## config.mk

```make
export PLATFORM = sky130hd
export DESIGN_NAME = muldiv_hl
export DESIGN_NICKNAME = d
export VERILOG_FILES = /design/src/rtl/muldiv_hl.sv
export SDC_FILE = /design/constraint.sdc
export NUM_CORES = 2
export LEC_CHECK = 0
export CAP_MARGIN = 20
export CORE_ASPECT_RATIO = 0.6
export CORE_MARGIN = 10
export CORE_UTILIZATION = 65
export DETAILED_ROUTE_END_ITERATION = 8
export HOLD_SLACK_MARGIN = 0.06
export PLACE_DENSITY = 0.91
export SLEW_MARGIN = 20
export SYNTH_ARGS = -nofsm -noshare
export SYNTH_HDL_FRONTEND = slang
export SYNTH_SLANG_ARGS = --single-unit
```

## constraint.sdc

```tcl
create_clock -name clk -period 13 [get_ports clk]
set_input_delay 2.6 -clock clk [delete_from_list [all_inputs] [get_ports clk]]
set_output_delay 2.6 -clock clk [all_outputs]
set_load 0.01 [all_outputs]
```

## src/rtl/muldiv_hl.sv

```systemverilog
// ============================================================================
// Module   : muldiv_hl
// Brief    : HI/LO unit: multi-cycle multiplier, radix-2 restoring divider,
//            MTHI/MTLO writes, combinational MFHI/MFLO read select.
// Revision : 1.0 - initial release
// ============================================================================
`default_nettype none

module muldiv_hl #(
    parameter int WIDTH   = 32,
    parameter int MUL_LAT = 2
) (
    input  logic             clk,
    input  logic             rst,
    input  logic             start,
    input  logic [2:0]       op,
    input  logic [WIDTH-1:0] a,
    input  logic [WIDTH-1:0] b,
    input  logic             hl_opt,
    output logic [WIDTH-1:0] dout,
    output logic             busy,
    output logic             done
);

    localparam int c_cnt_w = $clog2(WIDTH + 2);
    localparam logic [c_cnt_w-1:0] c_mul_last = c_cnt_w'(MUL_LAT - 1);
    localparam logic [c_cnt_w-1:0] c_div_last = c_cnt_w'(WIDTH - 1);

    typedef enum logic [1:0] {
        S_IDLE = 2'd0,
        S_MUL  = 2'd1,
        S_DIV  = 2'd2,
        S_FIX  = 2'd3
    } state_t;

    state_t                 r_state;
    logic [c_cnt_w-1:0]     r_cnt;
    logic [WIDTH-1:0]       r_hi;
    logic [WIDTH-1:0]       r_lo;
    logic                   r_busy;
    logic                   r_done;
    logic [2*WIDTH-1:0]     r_ma;
    logic [2*WIDTH-1:0]     r_mb;
    logic [WIDTH-1:0]       r_q;
    logic [WIDTH-1:0]       r_r;
    logic [WIDTH-1:0]       r_d;
    logic [WIDTH-1:0]       r_a;
    logic                   r_neg_q;
    logic                   r_neg_r;
    logic                   r_dz;

    logic                   w_signed;
    logic                   w_neg_a;
    logic                   w_neg_b;
    logic [WIDTH-1:0]       w_abs_a;
    logic [WIDTH-1:0]       w_abs_b;
    logic [2*WIDTH-1:0]     w_prod;
    logic [WIDTH:0]         w_rs;
    logic [WIDTH:0]         w_diff;
    logic                   w_ge;

    // op[0] clear selects the signed variant for both MULT and DIV
    assign w_signed = ~op[0];
    assign w_neg_a  = w_signed & a[WIDTH-1];
    assign w_neg_b  = w_signed & b[WIDTH-1];
    assign w_abs_a  = w_neg_a ? (~a + 1'b1) : a;
    assign w_abs_b  = w_neg_b ? (~b + 1'b1) : b;

    assign w_prod   = r_ma * r_mb;

    // One restoring step: shift next dividend bit in, subtract if it fits
    assign w_rs     = {r_r, r_q[WIDTH-1]};
    assign w_diff   = w_rs - {1'b0, r_d};
    assign w_ge     = ~w_diff[WIDTH];

    assign dout = hl_opt ? r_hi : r_lo;
    assign busy = r_busy;
    assign done = r_done;

    always_ff @(posedge clk or posedge rst) begin
        if (rst) begin
            r_state <= S_IDLE;
            r_cnt   <= '0;
            r_hi    <= '0;
            r_lo    <= '0;
            r_busy  <= 1'b0;
            r_done  <= 1'b0;
            r_ma    <= '0;
            r_mb    <= '0;
            r_q     <= '0;
            r_r     <= '0;
            r_d     <= '0;
            r_a     <= '0;
            r_neg_q <= 1'b0;
            r_neg_r <= 1'b0;
            r_dz    <= 1'b0;
        end else begin
            r_done <= 1'b0;
            case (r_state)
                S_IDLE: begin
                    r_cnt <= '0;
                    if (start) begin
                        case (op)
                            3'b000, 3'b001: begin
                                r_ma    <= {{WIDTH{w_signed & a[WIDTH-1]}}, a};
                                r_mb    <= {{WIDTH{w_signed & b[WIDTH-1]}}, b};
                                r_state <= S_MUL;
                                r_busy  <= 1'b1;
                            end
                            3'b010, 3'b011: begin
                                r_q     <= w_abs_a;
                                r_r     <= '0;
                                r_d     <= w_abs_b;
                                r_a     <= a;
                                r_neg_q <= w_neg_a ^ w_neg_b;
                                r_neg_r <= w_neg_a;
                                r_dz    <= (b == '0);
                                r_state <= S_DIV;
                                r_busy  <= 1'b1;
                            end
                            3'b100: begin
                                r_hi   <= a;
                                r_done <= 1'b1;
                            end
                            3'b101: begin
                                r_lo   <= a;
                                r_done <= 1'b1;
                            end
                            default: ;
                        endcase
                    end
                end
                S_MUL: begin
                    if (r_cnt == c_mul_last) begin
                        {r_hi, r_lo} <= w_prod;
                        r_state      <= S_IDLE;
                        r_busy       <= 1'b0;
                        r_done       <= 1'b1;
                        r_cnt        <= '0;
                    end else begin
                        r_cnt <= r_cnt + 1'b1;
                    end
                end
                S_DIV: begin
                    r_r <= w_ge ? w_diff[WIDTH-1:0] : w_rs[WIDTH-1:0];
                    r_q <= {r_q[WIDTH-2:0], w_ge};
                    if (r_cnt == c_div_last) begin
                        r_state <= S_FIX;
                        r_cnt   <= '0;
                    end else begin
                        r_cnt <= r_cnt + 1'b1;
                    end
                end
                S_FIX: begin
                    // Divide-by-zero overrides the magnitude result entirely
                    if (r_dz) begin
                        r_lo <= '1;
                        r_hi <= r_a;
                    end else begin
                        r_lo <= r_neg_q ? (~r_q + 1'b1) : r_q;
                        r_hi <= r_neg_r ? (~r_r + 1'b1) : r_r;
                    end
                    r_state <= S_IDLE;
                    r_busy  <= 1'b0;
                    r_done  <= 1'b1;
                end
                default: begin
                    r_state <= S_IDLE;
                    r_busy  <= 1'b0;
                end
            endcase
        end
    end

endmodule

`default_nettype wire

```

# [Yosys cells after proc, flatten, opt, wreduce, memory -nomap -nowiden]
# Index checks and enable logic that the tools add are counted.
# Widths: inputs -> output; s select.
[classes] bitwise=9 n_reduce_logical=17 addsub=6 n_eq_ne=18 mul=1 mux=38
[ops] cell="$mux 32" n=18
[ops] cell="$pmux 32 s3" n=2
[ops] cell="$add 32x1->32 const B" n=4
[ops] cell="$not 32->32" n=4
[ops] cell="$pmux 32 s2" n=2
[ops] cell="$mul 33x33->64" n=1
[ops] cell="$sub 33x32->33" n=1
[ops] cell="$logic_not 32->1" n=1
[ops] cell="$pmux 6 s3" n=1
[ops] cell="$reduce_and 4->1" n=4
[ops] cell="$mux 6" n=2
[ops] cell="$reduce_and 3->1" n=3
[ops] cell="$ne 2x2->1 const B" n=4
[ops] cell="$pmux 2 s4" n=1
[ops] cell="$add 6x1->6 const B" n=1
[ops] cell="$eq 3x2->1 const B" n=2
[ops] cell="$eq 3x3->1 const B" n=2
[ops] cell="$eq 6x1->1 const B" n=1
[ops] cell="$eq 6x5->1 const B" n=1
[ops] cell="$mux 1" n=6
[ops] cell="$mux 2" n=3
[ops] cell="$ne 2x1->1 const B" n=3
[ops] cell="$pmux 1 s3" n=2
[ops] cell="$reduce_bool 3->1" n=2
[ops] cell="13 further kinds" n=18
[totals] reg_bits=271 out_inout_bits=34 elab_cells=104 inputBits=71

# [Longest topological paths before layout]
[logic_depth] ltp_word=6 depth_mapped=29

# [Least setup slack after synthesis]
# OpenSTA, ideal clock, no wires.
[synth_path] path_kind="flip-flop to flip-flop" startpoint="register r_ma[32]" endpoint="register r_hi[30]" period_less_slack_ps=7710 n_path_buf=1 slack_ps=5290 stages_incl_launch_ff=25 setup_time_ps=94 arrival_ps=7617 cell_sequence="dfrtp_1 > clkbuf_1 > nand2_1 > inv_1 > fa_1 > fa_1 > fa_1 > fa_1 > fa_1 > fa_1 > fa_1 > inv_1 > fa_1 > inv_1 > ha_1 > a21o_1 > a21o_1 > a2111oi_0 > nor3_1 > nor3_1 > a21oi_1 > a211oi_1 > o21ai_0 > xnor2_1 > a211oi_1"
[synth_between] elab_chain_cells=3
[synth_lines] element="from (decl)" line="42" text="logic [2*WIDTH-1:0] r_ma;"
[synth_lines] element="from (signal assigned)" line="105" text="r_ma <= {{WIDTH{w_signed & a[WIDTH-1]}}, a};"
[synth_lines] element="$mul 33x33->64" line="69" text="assign w_prod = r_ma * r_mb;"
[synth_lines] element="$mux 32" line="134" text="if (r_cnt == c_mul_last) begin"
[synth_lines] element="$pmux 32 s3" line="99" text="case (r_state)"
[synth_lines] element="to (signal assigned)" line="135" text="{r_hi, r_lo} <= w_prod;"
[synth_lines] element="to (signal assigned)" line="158" text="r_hi <= r_a;"
[synth_lines] element="to (signal assigned)" line="161" text="r_hi <= r_neg_r ? (~r_r + 1'b1) : r_r;"
[synth_lines] element="to (decl)" line="38" text="logic [WIDTH-1:0] r_hi;"
# Every way passes these cells. The select of a mux whose other input is x is not followed.
# A chain may end at the register's enable or synchronous reset.

# [Worst setup path after layout]
[layout_path] startpoint="register r_ma[9]" endpoint="register r_hi[27]"
# Same word-level chain as after synthesis.

==> summary.md <==
| Metric | Value |
|---|---|
| Post-Synth XOR/XNOR Area | 0.03353 |
| Register area share after synthesis | 0.1236 |
| FFs w/ async S/R, synth | 1.000 |
| Share of layout cells above drive strength 1 | 0.04468 |
| CTS Hold Bufs | 0 |
| R2R cell count | 27 |
| Post-CTS Repair Setup Buffers | 0 |
| Grt met2 use | 0.4811 |
| Top-Level Pins | 105 |
| Met1 usage | 0.4579 |
| Period utilization | 0.7125 |
| FF+latch area | 6789 µm² |
| Synth Area in Simple Gates | 0.1619 |
| RSZ-0062 raised after global routing | false |
| CP dominant cell by count | fa_1 |
| Min-delay worst type | flop to flop |
| Min cycle time layout | 9.262 ns |
| TritonCTS Buffers | 24 |
| Fill count | 5,764 |
| WS Path Type | flop to flop |
| Synth Area in Adders | 0.4691 |
| Yosys Warn Count | 0 |
| Largest family of logic cells by synthesized area | adder cells |
| Cts repair resizes | 0 |
| CTS sink cnt | 271 |
| Area Growth Syn to Fin | 4.975% |
| Cell count after synthesis | 6,069 |
| Via count | 44,181 |
| Total Neg Setup Slack | 0 ns |
| Clock root buffer | clkbuf_16 |
| Max-slew headroom | 0.2123 |
| Required time of the critical path | 13.46 ns |
| Max-Cap Viols | 0 |
| Hold Slack | 0.4839 ns |
| Worst r2r src | r_ma[9] |
| Endpoints failing setup | 0 |
| Synth Area in Compound Gates | 0.08159 |
| Vias per inst | 6.226 |
| CP Max Fanout | 22 |
| Full die area | 96,800 µm² |
| Clk Latency, worst-skew pair | 0.58 ns |
| Number of global-route vias before repair | 46,774 |
| DP HPWL | 128.7 mm |
| Antenna violations before repair | 5 |
| Antenna Nets Post-Route | 0 |
| FF-to-FF setup slack | 3.74 ns |
| Slew @ Worst Pin | 1.182 ns |
| Core region area | 83,620 µm² |
| RePlAce Congestion | 1.028 |
| Yosys reg bits | 271 |
| Gr ovfl total | 0 |
| TritonRoute pass-1 iters | 8 |
| Initial Utilization | 0.6560 |
| Top Usage Layer GRT | met2 |
| Crit path to | r_hi[27] |
| Slowest-stage cell, CP | dfrtp_1 |
| Terminus of the critical flop-to-flop path | r_hi[27] |
| Met3 Use GR | 0.1358 |
| DR DRC count | 0 |
| Area occupied by multi-input gates | 42,370 µm² |
| # port buffers | 104 |
| GRT Resource Usage Total | 0.3364 |
| Critical Path Max Stage Delay | 0.84 ns |
| Synth cell types | 76 |
| CP startpoint | r_ma[9] |
| Crit path DAT | 9.72 ns |
| Crit. End Element | flop |
| Largest net degree at the start of global routing | 102 |
| Setup crit start kind | flop |
| Net count after synthesis | 7,521 |
| Final net count | 7,388 |
| Mean Syn Cell Area | 9.039 µm² |
| Mapped Area | 54,860 µm² |
| Die height | 245.0 µm |
| Post-synth EDFFs | 0 |
| Post-synthesis mux area share | 0.02527 |
| Outcome | finished clean |
| Fmax | 108.0 MHz |
| Chip width | 395.0 µm |
| Max-slew violations | 0 |
| FP Rows | 82 |
| Htree depth | 1 |
| WL per Instance | 22.94 µm |
| Clock buffer depth | 3 |
| Final hold vios | 0 |
| First-pass GRT wire length | 258.5 mm |
| Final clock skew | 0.02316 ns |
| Ys flop type | dfrtp_1 |
| Clock transition at path regs | 0.07 ns |
| CTS tree | yes |
| Initial drt markers | 5,833 |
| Detailed Route WL | 162.8 mm |
## worst max-delay path: cells and delay by family, from the launching register on
kind / cells / cell delay (ns)
AO/OA/AOI/OAI: 5 / 1.74
adder cells (fa/ha/maj): 9 / 4.36
buffers and inverters: 8 / 0.89
flip-flops: 1 / 0.84
AND/OR/NAND/NOR: 5 / 1.32
## area by class of cell
| cell class | instances | share of cell area |
|---|---|---|
| timing repair buffer | 190 | 0.02929 |
| clock inverter | 13 | 0.003085 |
| inverter | 1182 | 0.07718 |
| multi-input combinational | 4267 | 0.7358 |
| clock buffer | 31 | 0.01178 |
| sequential | 271 | 0.1179 |
| antenna | 8 | 0.0003476 |
| tap | 1134 | 0.02464 |
## cells in the mapped netlist (all sizes together) (10+ instances only)
cell type,number,area (µm²)
mux2,100,1126
a31oi,40,250.2
or3,22,152.6
a21oi,158,790.8
xor2,81,709.4
xnor2,129,1130
nor2b,41,256.5
o21bai,17,127.6
a21o,35,262.8
o21a,18,135.1
fa,1126,22540
nand4,18,112.6
a41oi,20,175.2
nor3,28,140.1
o41ai,19,166.4
inv,1181,4433
nand2,878,3296
and2,546,3416
a211oi,17,127.6
nor2,170,638.1
nand2b,36,225.2
o31ai,30,239.0
nand3,31,155.2
ha,255,3191
a22oi,17,127.6
and3,14,87.58
clkbuf,333,1250
o21ai,240,1205
dfrtp,271,6782
buf,16,71.31
a221oi,17,148.9
nor4,15,100.1
mux2i,26,260.3
o211ai,10,75.07
## state kept, by name, indices dropped and copies added (netlist names), 2 cells and up
name     count
r_mb        33
r_hi        32
r_q         32
r_cnt        6
r_state      2
r_lo        32
r_r         32
r_a         32
r_d         32
r_ma        33
## per-layer routing
metal,up-vias,part of all wire
li1,18176,-
met1,21771,0.37
met2,3608,0.42
met3,620,0.17
met4,6,0.046
met5,-,0.00029
## cells in the final DEF, fill, tap and decap left out, drive strengths merged, types with 9 or more instances in the layout
cell	n
inv	1182
fa	1126
nand2	878
and2	546
dfrtp	271
ha	255
o21ai	240
nor2	170
a21oi	158
xnor2	129
clkdlybuf4s50	104
mux2	100
buf	86
xor2	81
nor2b	41
a31oi	40
nand2b	36
a21o	35
nand3	31
clkbuf	31
o31ai	30
nor3	28
mux2i	26
or3	22
a41oi	20
o41ai	19
nand4	18
o21a	18
a221oi	17
a211oi	17
o21bai	17
a22oi	17
nor4	15
and3	14
o211ai	10
o311ai	9
## metrics by stage
| stage | setup slack, ns | util | cell area [µm²] | std cells |
|---|---|---|---|---|
| 3_3_place_gp | 4.174 | 0.6781 | 56700 | 7044 |
| 2_1_floorplan | 2.933 | - | 54860 | 6069 |
| 3_5_place_dp | 3.891 | 0.6781 | 56700 | 7044 |
| 5_1_grt | 3.239 | 0.6884 | 57570 | 7088 |
| 6_report | 3.738 | 0.6887 | 57590 | 7096 |
| 4_1_cts | 3.826 | 0.6884 | 57560 | 7088 |
## worst min path at each step
stage,cells after the start,to,startpoint,slack [ns]
4_1_cts,2,r_a[12],r_a[12],0.48
3_5_place_dp,2,r_a[12],r_a[12],0.46
5_1_grt,2,r_a[28],r_a[28],0.49
3_3_place_gp,2,r_a[12],r_a[12],0.46
2_1_floorplan,2,r_hi[10],r_hi[10],0.44
6_report,2,r_a[12],r_a[12],0.48
## logic make-up (layout without fill, tap and decap cells)
| kind of cell | after synthesis | after routing |
|---|---|---|
| AO/OA/AOI/OAI | 712 | 712 |
| AND/OR/NAND/NOR | 1838 | 1838 |
| adder cells (fa/ha/maj) | 1381 | 1381 |
| buffers and inverters | 1531 | 1416 |
| flip-flops | 271 | 271 |
| multiplexers | 126 | 126 |
| other | 0 | 8 |
| XOR/XNOR | 210 | 210 |
Power is left out: the tool's default activity adds up to more than one toggle a clock period on the data nets, which glitch-free logic cannot reach.
